### config.mk
export PLATFORM = sky130hd
export DESIGN_NAME = data_memory_arbiter_flat
export DESIGN_NICKNAME = d
export VERILOG_FILES = /design/src/rtl/data_memory_arbiter_pkg.sv /design/src/rtl/data_memory_arbiter_if.sv /design/src/rtl/data_memory_arbiter_rr_arbiter_2.sv /design/src/rtl/data_memory_arbiter.sv /design/src/flat_wrapper.sv
export SDC_FILE = /design/constraint.sdc
export NUM_CORES = 1
export LEC_CHECK = 0
export BUFFER_PORTS_ARGS = -buffer_cell sky130_fd_sc_hd__buf_2
export CORE_ASPECT_RATIO = 0.6
export CORE_MARGIN = 1
export CORE_UTILIZATION = 50
export DETAILED_ROUTE_END_ITERATION = 10
export PLACE_DENSITY = 0.95
export SYNTH_ARGS = -nofsm -noshare
export SYNTH_HDL_FRONTEND = slang
export SYNTH_HIERARCHICAL = 1
export SYNTH_SLANG_ARGS = --single-unit
export TNS_END_PERCENT = 20
### constraint.sdc
create_clock -name in_clk -period 5.1 [get_ports in_clk]
set_input_delay 1.02 -clock in_clk [delete_from_list [all_inputs] [get_ports in_clk]]
set_output_delay 1.02 -clock in_clk [all_outputs]
set_load 0.1 [all_outputs]
### src/rtl/data_memory_arbiter_pkg.sv
`default_nettype none
// ============================================================================
// Module      : data_memory_arbiter_pkg
// Description : Shared types and encodings for the data memory arbiter.
// Revision    : 1.0 - initial release
// ============================================================================
package data_memory_arbiter_pkg;

    typedef enum logic [1:0] {
        ST_IDLE   = 2'd0,
        ST_ACCESS = 2'd1,
        ST_RESP   = 2'd2
    } state_t;

    localparam logic c_PORT_A = 1'b0;
    localparam logic c_PORT_B = 1'b1;

endpackage
`default_nettype wire

### src/rtl/data_memory_arbiter_if.sv
`default_nettype none
// ============================================================================
// Module      : data_memory_arbiter_if
// Description : Requester ports A/B plus memory-side bus of the arbiter.
// Revision    : 1.0 - initial release
// ============================================================================
interface data_memory_arbiter_if #(
    parameter int N_BIT = 31
) ();
    logic             in_req_a;
    logic             in_we_a;
    logic [N_BIT:0]   in_addr_a;
    logic [N_BIT:0]   in_write_data_a;
    logic             out_ack_a;
    logic             out_err_a;
    logic [N_BIT:0]   out_read_data_a;

    logic             in_req_b;
    logic             in_we_b;
    logic [N_BIT:0]   in_addr_b;
    logic [N_BIT:0]   in_write_data_b;
    logic             out_ack_b;
    logic             out_err_b;
    logic [N_BIT:0]   out_read_data_b;

    logic             out_mem_we;
    logic [N_BIT:0]   out_mem_addr;
    logic [N_BIT:0]   out_mem_write_data;
    logic [N_BIT:0]   in_mem_read_data;
    logic             out_busy;

    modport slave (
        input  in_req_a, in_we_a, in_addr_a, in_write_data_a,
        output out_ack_a, out_err_a, out_read_data_a,
        input  in_req_b, in_we_b, in_addr_b, in_write_data_b,
        output out_ack_b, out_err_b, out_read_data_b,
        output out_mem_we, out_mem_addr, out_mem_write_data,
        input  in_mem_read_data,
        output out_busy
    );

    modport master (
        output in_req_a, in_we_a, in_addr_a, in_write_data_a,
        input  out_ack_a, out_err_a, out_read_data_a,
        output in_req_b, in_we_b, in_addr_b, in_write_data_b,
        input  out_ack_b, out_err_b, out_read_data_b,
        input  out_mem_we, out_mem_addr, out_mem_write_data,
        output in_mem_read_data,
        input  out_busy
    );
endinterface
`default_nettype wire

### src/rtl/data_memory_arbiter_rr_arbiter_2.sv
`default_nettype none
// ============================================================================
// Module      : rr_arbiter_2
// Description : Two-way combinational round-robin grant selector.
// Revision    : 1.0 - initial release
// ============================================================================
module rr_arbiter_2
    import data_memory_arbiter_pkg::*;
(
    input  logic i_req_a,
    input  logic i_req_b,
    input  logic i_last_grant,
    output logic o_grant_valid,
    output logic o_grant_id
);
    always_comb begin
        o_grant_valid = i_req_a | i_req_b;
        o_grant_id    = c_PORT_A;
        // On a tie the port that did not win last time goes first.
        if (i_req_a && i_req_b) begin
            o_grant_id = (i_last_grant == c_PORT_A) ? c_PORT_B : c_PORT_A;
        end else if (i_req_b) begin
            o_grant_id = c_PORT_B;
        end
    end
endmodule
`default_nettype wire

### src/rtl/data_memory_arbiter.sv
`default_nettype none
// ============================================================================
// Module      : data_memory_arbiter
// Description : Round-robin arbiter sharing one single-port data memory
//               between a CPU port (A) and a loader/debug port (B).
// Revision    : 1.0 - initial release
// ============================================================================
module data_memory_arbiter
    import data_memory_arbiter_pkg::*;
#(
    parameter int N_BIT    = 31,
    parameter int MEM_SIZE = 2047
) (
    input  logic                 in_clk,
    input  logic                 in_rst_n,
    data_memory_arbiter_if.slave bus
);
    localparam logic [N_BIT:0] c_MEM_LAST = (N_BIT+1)'(MEM_SIZE);

    state_t         r_state;
    state_t         w_next_state;
    logic           r_last_grant;
    logic           r_owner;
    logic           r_we;
    logic           r_in_range;
    logic [N_BIT:0] r_addr;
    logic [N_BIT:0] r_wdata;
    logic [N_BIT:0] r_rd_a;
    logic [N_BIT:0] r_rd_b;

    logic           w_grant_valid;
    logic           w_grant_id;
    logic           w_sel_we;
    logic [N_BIT:0] w_sel_addr;
    logic [N_BIT:0] w_sel_wdata;

    logic           w_mem_we;
    logic [N_BIT:0] w_mem_addr;
    logic [N_BIT:0] w_mem_wdata;
    logic           w_ack_a;
    logic           w_ack_b;
    logic           w_err_a;
    logic           w_err_b;
    logic           w_busy;

    rr_arbiter_2 u_rr_arbiter (
        .i_req_a       (bus.in_req_a),
        .i_req_b       (bus.in_req_b),
        .i_last_grant  (r_last_grant),
        .o_grant_valid (w_grant_valid),
        .o_grant_id    (w_grant_id)
    );

    always_comb begin
        w_sel_we    = bus.in_we_a;
        w_sel_addr  = bus.in_addr_a;
        w_sel_wdata = bus.in_write_data_a;
        if (w_grant_id == c_PORT_B) begin
            w_sel_we    = bus.in_we_b;
            w_sel_addr  = bus.in_addr_b;
            w_sel_wdata = bus.in_write_data_b;
        end
    end

    always_ff @(posedge in_clk or negedge in_rst_n) begin
        if (!in_rst_n) begin
            r_state <= ST_IDLE;
        end else begin
            r_state <= w_next_state;
        end
    end

    // Memory strobes decode straight from state so reset kills a write at once.
    always_comb begin
        w_next_state = r_state;
        w_mem_we     = 1'b0;
        w_mem_addr   = '0;
        w_mem_wdata  = '0;
        w_ack_a      = 1'b0;
        w_ack_b      = 1'b0;
        w_err_a      = 1'b0;
        w_err_b      = 1'b0;
        w_busy       = 1'b0;
        case (r_state)
            ST_IDLE: begin
                if (w_grant_valid) begin
                    w_next_state = ST_ACCESS;
                end
            end
            ST_ACCESS: begin
                w_next_state = ST_RESP;
                w_busy       = 1'b1;
                w_mem_we     = r_we & r_in_range;
                w_mem_addr   = r_addr;
                w_mem_wdata  = r_wdata;
            end
            ST_RESP: begin
                w_next_state = ST_IDLE;
                w_busy       = 1'b1;
                if (r_owner == c_PORT_A) begin
                    w_ack_a = 1'b1;
                    w_err_a = ~r_in_range;
                end else begin
                    w_ack_b = 1'b1;
                    w_err_b = ~r_in_range;
                end
            end
            default: begin
                w_next_state = ST_IDLE;
            end
        endcase
    end

    always_ff @(posedge in_clk or negedge in_rst_n) begin
        if (!in_rst_n) begin
            r_last_grant <= c_PORT_B;
            r_owner      <= c_PORT_A;
            r_we         <= 1'b0;
            r_in_range   <= 1'b0;
            r_addr       <= '0;
            r_wdata      <= '0;
            r_rd_a       <= '0;
            r_rd_b       <= '0;
        end else begin
            if ((r_state == ST_IDLE) && w_grant_valid) begin
                r_owner    <= w_grant_id;
                r_we       <= w_sel_we;
                r_addr     <= w_sel_addr;
                r_wdata    <= w_sel_wdata;
                r_in_range <= (w_sel_addr <= c_MEM_LAST);
            end
            if ((r_state == ST_ACCESS) && !r_we) begin
                if (r_owner == c_PORT_A) begin
                    r_rd_a <= r_in_range ? bus.in_mem_read_data : '0;
                end else begin
                    r_rd_b <= r_in_range ? bus.in_mem_read_data : '0;
                end
            end
            if (r_state == ST_RESP) begin
                r_last_grant <= r_owner;
            end
        end
    end

    assign bus.out_mem_we         = w_mem_we;
    assign bus.out_mem_addr       = w_mem_addr;
    assign bus.out_mem_write_data = w_mem_wdata;
    assign bus.out_ack_a          = w_ack_a;
    assign bus.out_ack_b          = w_ack_b;
    assign bus.out_err_a          = w_err_a;
    assign bus.out_err_b          = w_err_b;
    assign bus.out_read_data_a    = r_rd_a;
    assign bus.out_read_data_b    = r_rd_b;
    assign bus.out_busy           = w_busy;

endmodule
`default_nettype wire

### src/flat_wrapper.sv
// flat-port wrapper written by rule: the top's interface ports become plain ports
module data_memory_arbiter_flat import data_memory_arbiter_pkg::*;
#(
    parameter int N_BIT    = 31,
    parameter int MEM_SIZE = 2047
)
  (in_clk, in_rst_n, bus_in_req_a, bus_in_we_a, bus_in_addr_a, bus_in_write_data_a, bus_out_ack_a, bus_out_err_a, bus_out_read_data_a, bus_in_req_b, bus_in_we_b, bus_in_addr_b, bus_in_write_data_b, bus_out_ack_b, bus_out_err_b, bus_out_read_data_b, bus_out_mem_we, bus_out_mem_addr, bus_out_mem_write_data, bus_in_mem_read_data, bus_out_busy);
  data_memory_arbiter_if #(.N_BIT(N_BIT)) bus_i ();
  input  logic in_clk;
  input  logic in_rst_n;
  input wire logic [$bits(bus_i.in_req_a)-1:0] bus_in_req_a;
  input wire logic [$bits(bus_i.in_we_a)-1:0] bus_in_we_a;
  input wire logic [$bits(bus_i.in_addr_a)-1:0] bus_in_addr_a;
  input wire logic [$bits(bus_i.in_write_data_a)-1:0] bus_in_write_data_a;
  output wire logic [$bits(bus_i.out_ack_a)-1:0] bus_out_ack_a;
  output wire logic [$bits(bus_i.out_err_a)-1:0] bus_out_err_a;
  output wire logic [$bits(bus_i.out_read_data_a)-1:0] bus_out_read_data_a;
  input wire logic [$bits(bus_i.in_req_b)-1:0] bus_in_req_b;
  input wire logic [$bits(bus_i.in_we_b)-1:0] bus_in_we_b;
  input wire logic [$bits(bus_i.in_addr_b)-1:0] bus_in_addr_b;
  input wire logic [$bits(bus_i.in_write_data_b)-1:0] bus_in_write_data_b;
  output wire logic [$bits(bus_i.out_ack_b)-1:0] bus_out_ack_b;
  output wire logic [$bits(bus_i.out_err_b)-1:0] bus_out_err_b;
  output wire logic [$bits(bus_i.out_read_data_b)-1:0] bus_out_read_data_b;
  output wire logic [$bits(bus_i.out_mem_we)-1:0] bus_out_mem_we;
  output wire logic [$bits(bus_i.out_mem_addr)-1:0] bus_out_mem_addr;
  output wire logic [$bits(bus_i.out_mem_write_data)-1:0] bus_out_mem_write_data;
  input wire logic [$bits(bus_i.in_mem_read_data)-1:0] bus_in_mem_read_data;
  output wire logic [$bits(bus_i.out_busy)-1:0] bus_out_busy;
  assign bus_i.in_req_a = bus_in_req_a;
  assign bus_i.in_we_a = bus_in_we_a;
  assign bus_i.in_addr_a = bus_in_addr_a;
  assign bus_i.in_write_data_a = bus_in_write_data_a;
  assign bus_out_ack_a = bus_i.out_ack_a;
  assign bus_out_err_a = bus_i.out_err_a;
  assign bus_out_read_data_a = bus_i.out_read_data_a;
  assign bus_i.in_req_b = bus_in_req_b;
  assign bus_i.in_we_b = bus_in_we_b;
  assign bus_i.in_addr_b = bus_in_addr_b;
  assign bus_i.in_write_data_b = bus_in_write_data_b;
  assign bus_out_ack_b = bus_i.out_ack_b;
  assign bus_out_err_b = bus_i.out_err_b;
  assign bus_out_read_data_b = bus_i.out_read_data_b;
  assign bus_out_mem_we = bus_i.out_mem_we;
  assign bus_out_mem_addr = bus_i.out_mem_addr;
  assign bus_out_mem_write_data = bus_i.out_mem_write_data;
  assign bus_i.in_mem_read_data = bus_in_mem_read_data;
  assign bus_out_busy = bus_i.out_busy;
  data_memory_arbiter #(.N_BIT(N_BIT), .MEM_SIZE(MEM_SIZE)) u_core (.in_clk(in_clk), .in_rst_n(in_rst_n), .bus(bus_i));
endmodule
## Word level (Yosys, flattened, before mapping)

Index checks and enable logic that the tools add are counted.

- Register bits: 134
- Latch bits: 0
- Bits in writable memories: 0
- ROM bits: 0
- Bits of input ports: 166
- Output and inout bits: 134
- Word-level logic and storage cells: 46
- Memories: 0

- Add/sub/neg operators: 0
- $mul: 0
- Div/mod/pow operators: 0
- Magnitude comparators: 1
- Equality and inequality tests: 3
- Shift operators: 0
- Multiplexer cells: 21
- Bitwise operators: 4
- Reduce and logical (&&, ||, !) cells: 8

Operators by type and width:

| operator | number |
|---|---|
| $mux 32 | 5 |
| $le 32x11->1 const B | 1 |
| $mux 1 | 14 |
| $pmux 2 s2 | 1 |
| $reduce_and 2->1 | 2 |
| $logic_and 1x1->1 | 3 |
| $eq 2x1->1 const B | 1 |
| $eq 2x2->1 const B | 1 |
| $logic_not 2->1 | 1 |
| $mux 2 | 1 |
| $ne 2x1->1 const B | 1 |
| $not 1->1 | 2 |
| $reduce_or 2->1 | 1 |
| $and 1x1->1 | 1 |
| $logic_not 1->1 | 1 |
| $or 1x1->1 | 1 |

## Logic depth before layout (Yosys ltp)

- Depth in word-level cells: 4
- Mapped depth: 8
- Mapped depth without buffers: 6

## Modules after synthesis

The synthesis kept the hierarchy.

Modules (own cells, without submodules):

| module | instances | cells an instance | area each (sq um) |
|---|---|---|---|
| data_memory_arbiter | 1 | 641 | 6130.9 |
| rr_arbiter_2 | 1 | 2 | 13.8 |

## Worst setup path after synthesis

Ideal clock, no wire load.

- Path type: reg2out
- Start point: register u_core.r_state[0]
- End point: output port bus_out_err_a
- Arrival: 2933 ps
- Slack: 1147 ps
- Cell stages (with the launch flop): 5
- Cell sequence: dfrtp_1 -> inv_1 -> ha_1 -> nor2b_1 -> and2_1

- Cells in the longest elaborated chain, start to end: 2

Ends and longest elaborated chain:

| what | line | text |
|---|---|---|
| start, declared | data_memory_arbiter.sv:20 | `state_t r_state;` |
| start signal, assigned | data_memory_arbiter.sv:69 | `r_state <= w_next_state;` |
| $eq 2x2->1 | data_memory_arbiter.sv:84 | `case (r_state)` |
| $mux 1 | data_memory_arbiter.sv:84 |  |
| end, declared | flat_wrapper.sv:16 | `output wire logic [$bits(bus_i.out_err_a)-1:0] bus_out_err_a;` |

No other way between the ends.

## Worst setup path in the final report

- Start point: register u_core.r_state[1]
- End point: output port bus_out_mem_addr[11]

- Cells in the longest elaborated chain, start to end: 2

Ends and longest elaborated chain:

| what | line | text |
|---|---|---|
| $eq 2x1->1 | data_memory_arbiter.sv:84 |  |
| $mux 32 | data_memory_arbiter.sv:84 |  |
| end, declared | flat_wrapper.sv:26 | `output wire logic [$bits(bus_i.out_mem_addr)-1:0] bus_out_mem_addr;` |

No other way between the ends.

==> flow_summary.yaml <==
status:
  status: "finished clean"
cts:
  cts_hold_buffers: 0
  postCtsSetupRepairBufs: 0
  cts.sinks: 134
  clockBufferDepth: 2
  path_clk_slew_ns: 0.06
  insertion_delay_ns: 0.40
  cts_made_buffers: 17
  post_cts_resize_count: 0
  htree_levels: 4
  root_buffer: "clkbuf_16"
  cts_tree: "yes"
routing:
  viasPerCell: 5.15
  ant_nets: 0
  wl_um: 17200
  dr.pass1.iters: 5
  met2_length_um: 8670
  wl_met1_um: 7210
  drcViolationCount: 0
  dr.max_layer_used: "met4"
  vias: 5630
  wl_met3_um: 1120
  dr.first_iter.drc_count: 268
  wl_per_cell_um: 15.7
sta:
  min_period_ns: 3.54
  totalNegativeSetupSlack_ns: 0
  worstMarginPinSlew_ns: 1.04
  finalClockSkew_ns: 0.0127
  rsz0062_at_grt: "false"
  finalHoldViolations: 0
  timing.fmax_ghz: 0.282
  drv_slew: 0
  relSlewSlack_pct: 30.9
  fin_crit_sh_pct: 69.4
  whs_ns: 0.480
  setup_viol: 0
setup_path:
  r2r_cells: 6
  crit_type: "flip-flop to output pin"
  reg2reg_from: "u_core/r_state[1]"
  cp-start-kind: "flip-flop"
  cp-end-kind: "output pin"
  crit_end: "bus_out_mem_addr[11]"
  arrival_ns: 2.52
  cp.required_ns: 4.08
  crit_fanout: 68
  r2r_end: "u_core/bus.out_read_data_a[24]"
  r2r_slack_ns: 2.51
  cp-startpoint: "u_core/r_state[1]"
global_route:
  grt_pass1_vias: 5295
  antenna_found_initial: 2
  grt_max_degree: 100
  grt_overflow_total: 0
  grt_usage_pct: 26.8
  grt_pass1_wl_um: 26500
layout:
  final_util_pct: 71.5
  drive_gt1_share_pct: 36.7
  syn_to_final_growth_pct: 35.3
  fin_nets: 1091
floorplan:
  ios: 300
  fp.dieH_um: 87.9
  core_area_sq_um: 11600
  rows: 30
  dieArea_sq_um: 12800
  die_x_um: 145
  initial_utilization_pct: 52.8
synthesis:
  yosysTopAreaCellShare_pct: 54.2
  synth_nets: 813
  synth_top_area_cell: "dfrtp_1"
  synth_edf_count: 0
  synthArstFlopShare_pct: 100
  synth.area.top_cells: "dfrtp_1, mux2i_1, and2_1, nand2_1, a21oi_1"
  ys_types: 32
  ys_seq_area_share_pct: 54.6
  synth.cell_area_sq_um: 6140
  synth.avg_cell_area_sq_um: 9.56
  yosys_warnings: 6
  synth-seq-cells: 134
  netlist_instances: 643
  synth-main-ff-cell: "dfrtp_1"
job:
  drv_cap: 0
placement:
  place_hpwl_um: 12700
  globalplace.congestion: 0.839
  portBuffers: 299
hold_path:
  min_path_type: "flip-flop to flip-flop"
  min_path_cells: 2
-- routing by layer --
layer,global-route usage [%],up-vias
met5,0,-
met4,8.90,0
met3,5.26,19
met2,46.6,247
met1,34.5,2656
li1,-,2708
-- registers in the layout, summed over array words and instances (netlist names) --
signal / cells
u_core/bus.out_read_data_a: 32
u_core/bus.out_read_data_b: 32
u_core/r_addr: 32
u_core/r_wdata: 32
u_core/r_state: 2
u_core/r_in_range: 1
u_core/r_last_grant: 1
u_core/r_owner: 1
u_core/r_we: 1
-- how the worst min path moves through the flow --
stage | start | end | slack [ns]
6_report | u_core/bus.out_read_data_a[4] | u_core/bus.out_read_data_a[4] | 0.48
5_1_grt | u_core/bus.out_read_data_b[1] | u_core/bus.out_read_data_b[1] | 0.50
4_1_cts | u_core/bus.out_read_data_b[1] | u_core/bus.out_read_data_b[1] | 0.48
3_5_place_dp | u_core/bus.out_read_data_b[1] | u_core/bus.out_read_data_b[1] | 0.47
3_3_place_gp | u_core/bus.out_read_data_a[29] | u_core/bus.out_read_data_a[29] | 0.46
2_1_floorplan | u_core/r_last_grant | u_core/r_last_grant | 0.45
-- logic make-up after synthesis --
| group | count (synthesis) | share of synthesized area [%] |
|---|---|---|
| simple gates | 251 | 18.9 |
| compound gates | 136 | 11.2 |
| flops | 134 | 54.6 |
| mux | 66 | 10.8 |
| buf+inv | 52 | 3.69 |
| fa+ha+maj | 4 | 0.815 |
-- cell usage after synthesis (all sizes together) (2+ instances only) --
cell type,instances
nor2,68
nand4,2
inv,4
mux2i,65
buf,18
nand2,99
dfrtp,133
nor4,7
and2,66
ha,4
clkbuf,29
o21ai,68
a21oi,65
-- metrics by stage --
stage	cells	setup slack, ns	cell area (sq um)
2_1_floorplan	643	1.15	6140
3_3_place_gp	1062	2.05	7720
3_5_place_dp	1062	1.98	7720
4_1_cts	1093	1.55	8310
5_1_grt	1094	1.43	8320
6_report	1094	1.56	8320
-- critical path, cell delays in order, from the launching register on --
cell and delay, ns:
dfrtp_1 0.38, inv_1 0.11, ha_2 0.87, and2_1 0.27, buf_2 0.43
-- cells in the final DEF (no fill, tap or decap), types with 2 or more instances in the layout --
cell and instances:
and2_1 65, nor4_1 7, o21ai_1 65, nor2_1 68, clkbuf_16 17, inv_8 2
nand4_1 2, clkinvlp_4 3, mux2i_1 65, inv_6 4, o21ai_0 3, buf_2 298
nand2_1 99, inv_1 4, bufinv_16 2, a21oi_1 65, dfrtp_1 133, ha_1 3
clkinv_4 3, buf_4 6
-- area by class of cell --
class / instances / area (sq um)
clock inverters: 14 / 166
well taps: 160 / 200
clock buffers: 17 / 425
flip-flops and latches: 134 / 3350
fillers: 865 / 3320
multi-input cells: 457 / 2580
diodes: 1 / 2.50
repair buffers: 306 / 1570
inverters: 5 / 18.8
Power is left out: the tool's default activity adds up to more than one toggle a clock period on the data nets, which glitch-free logic cannot reach.
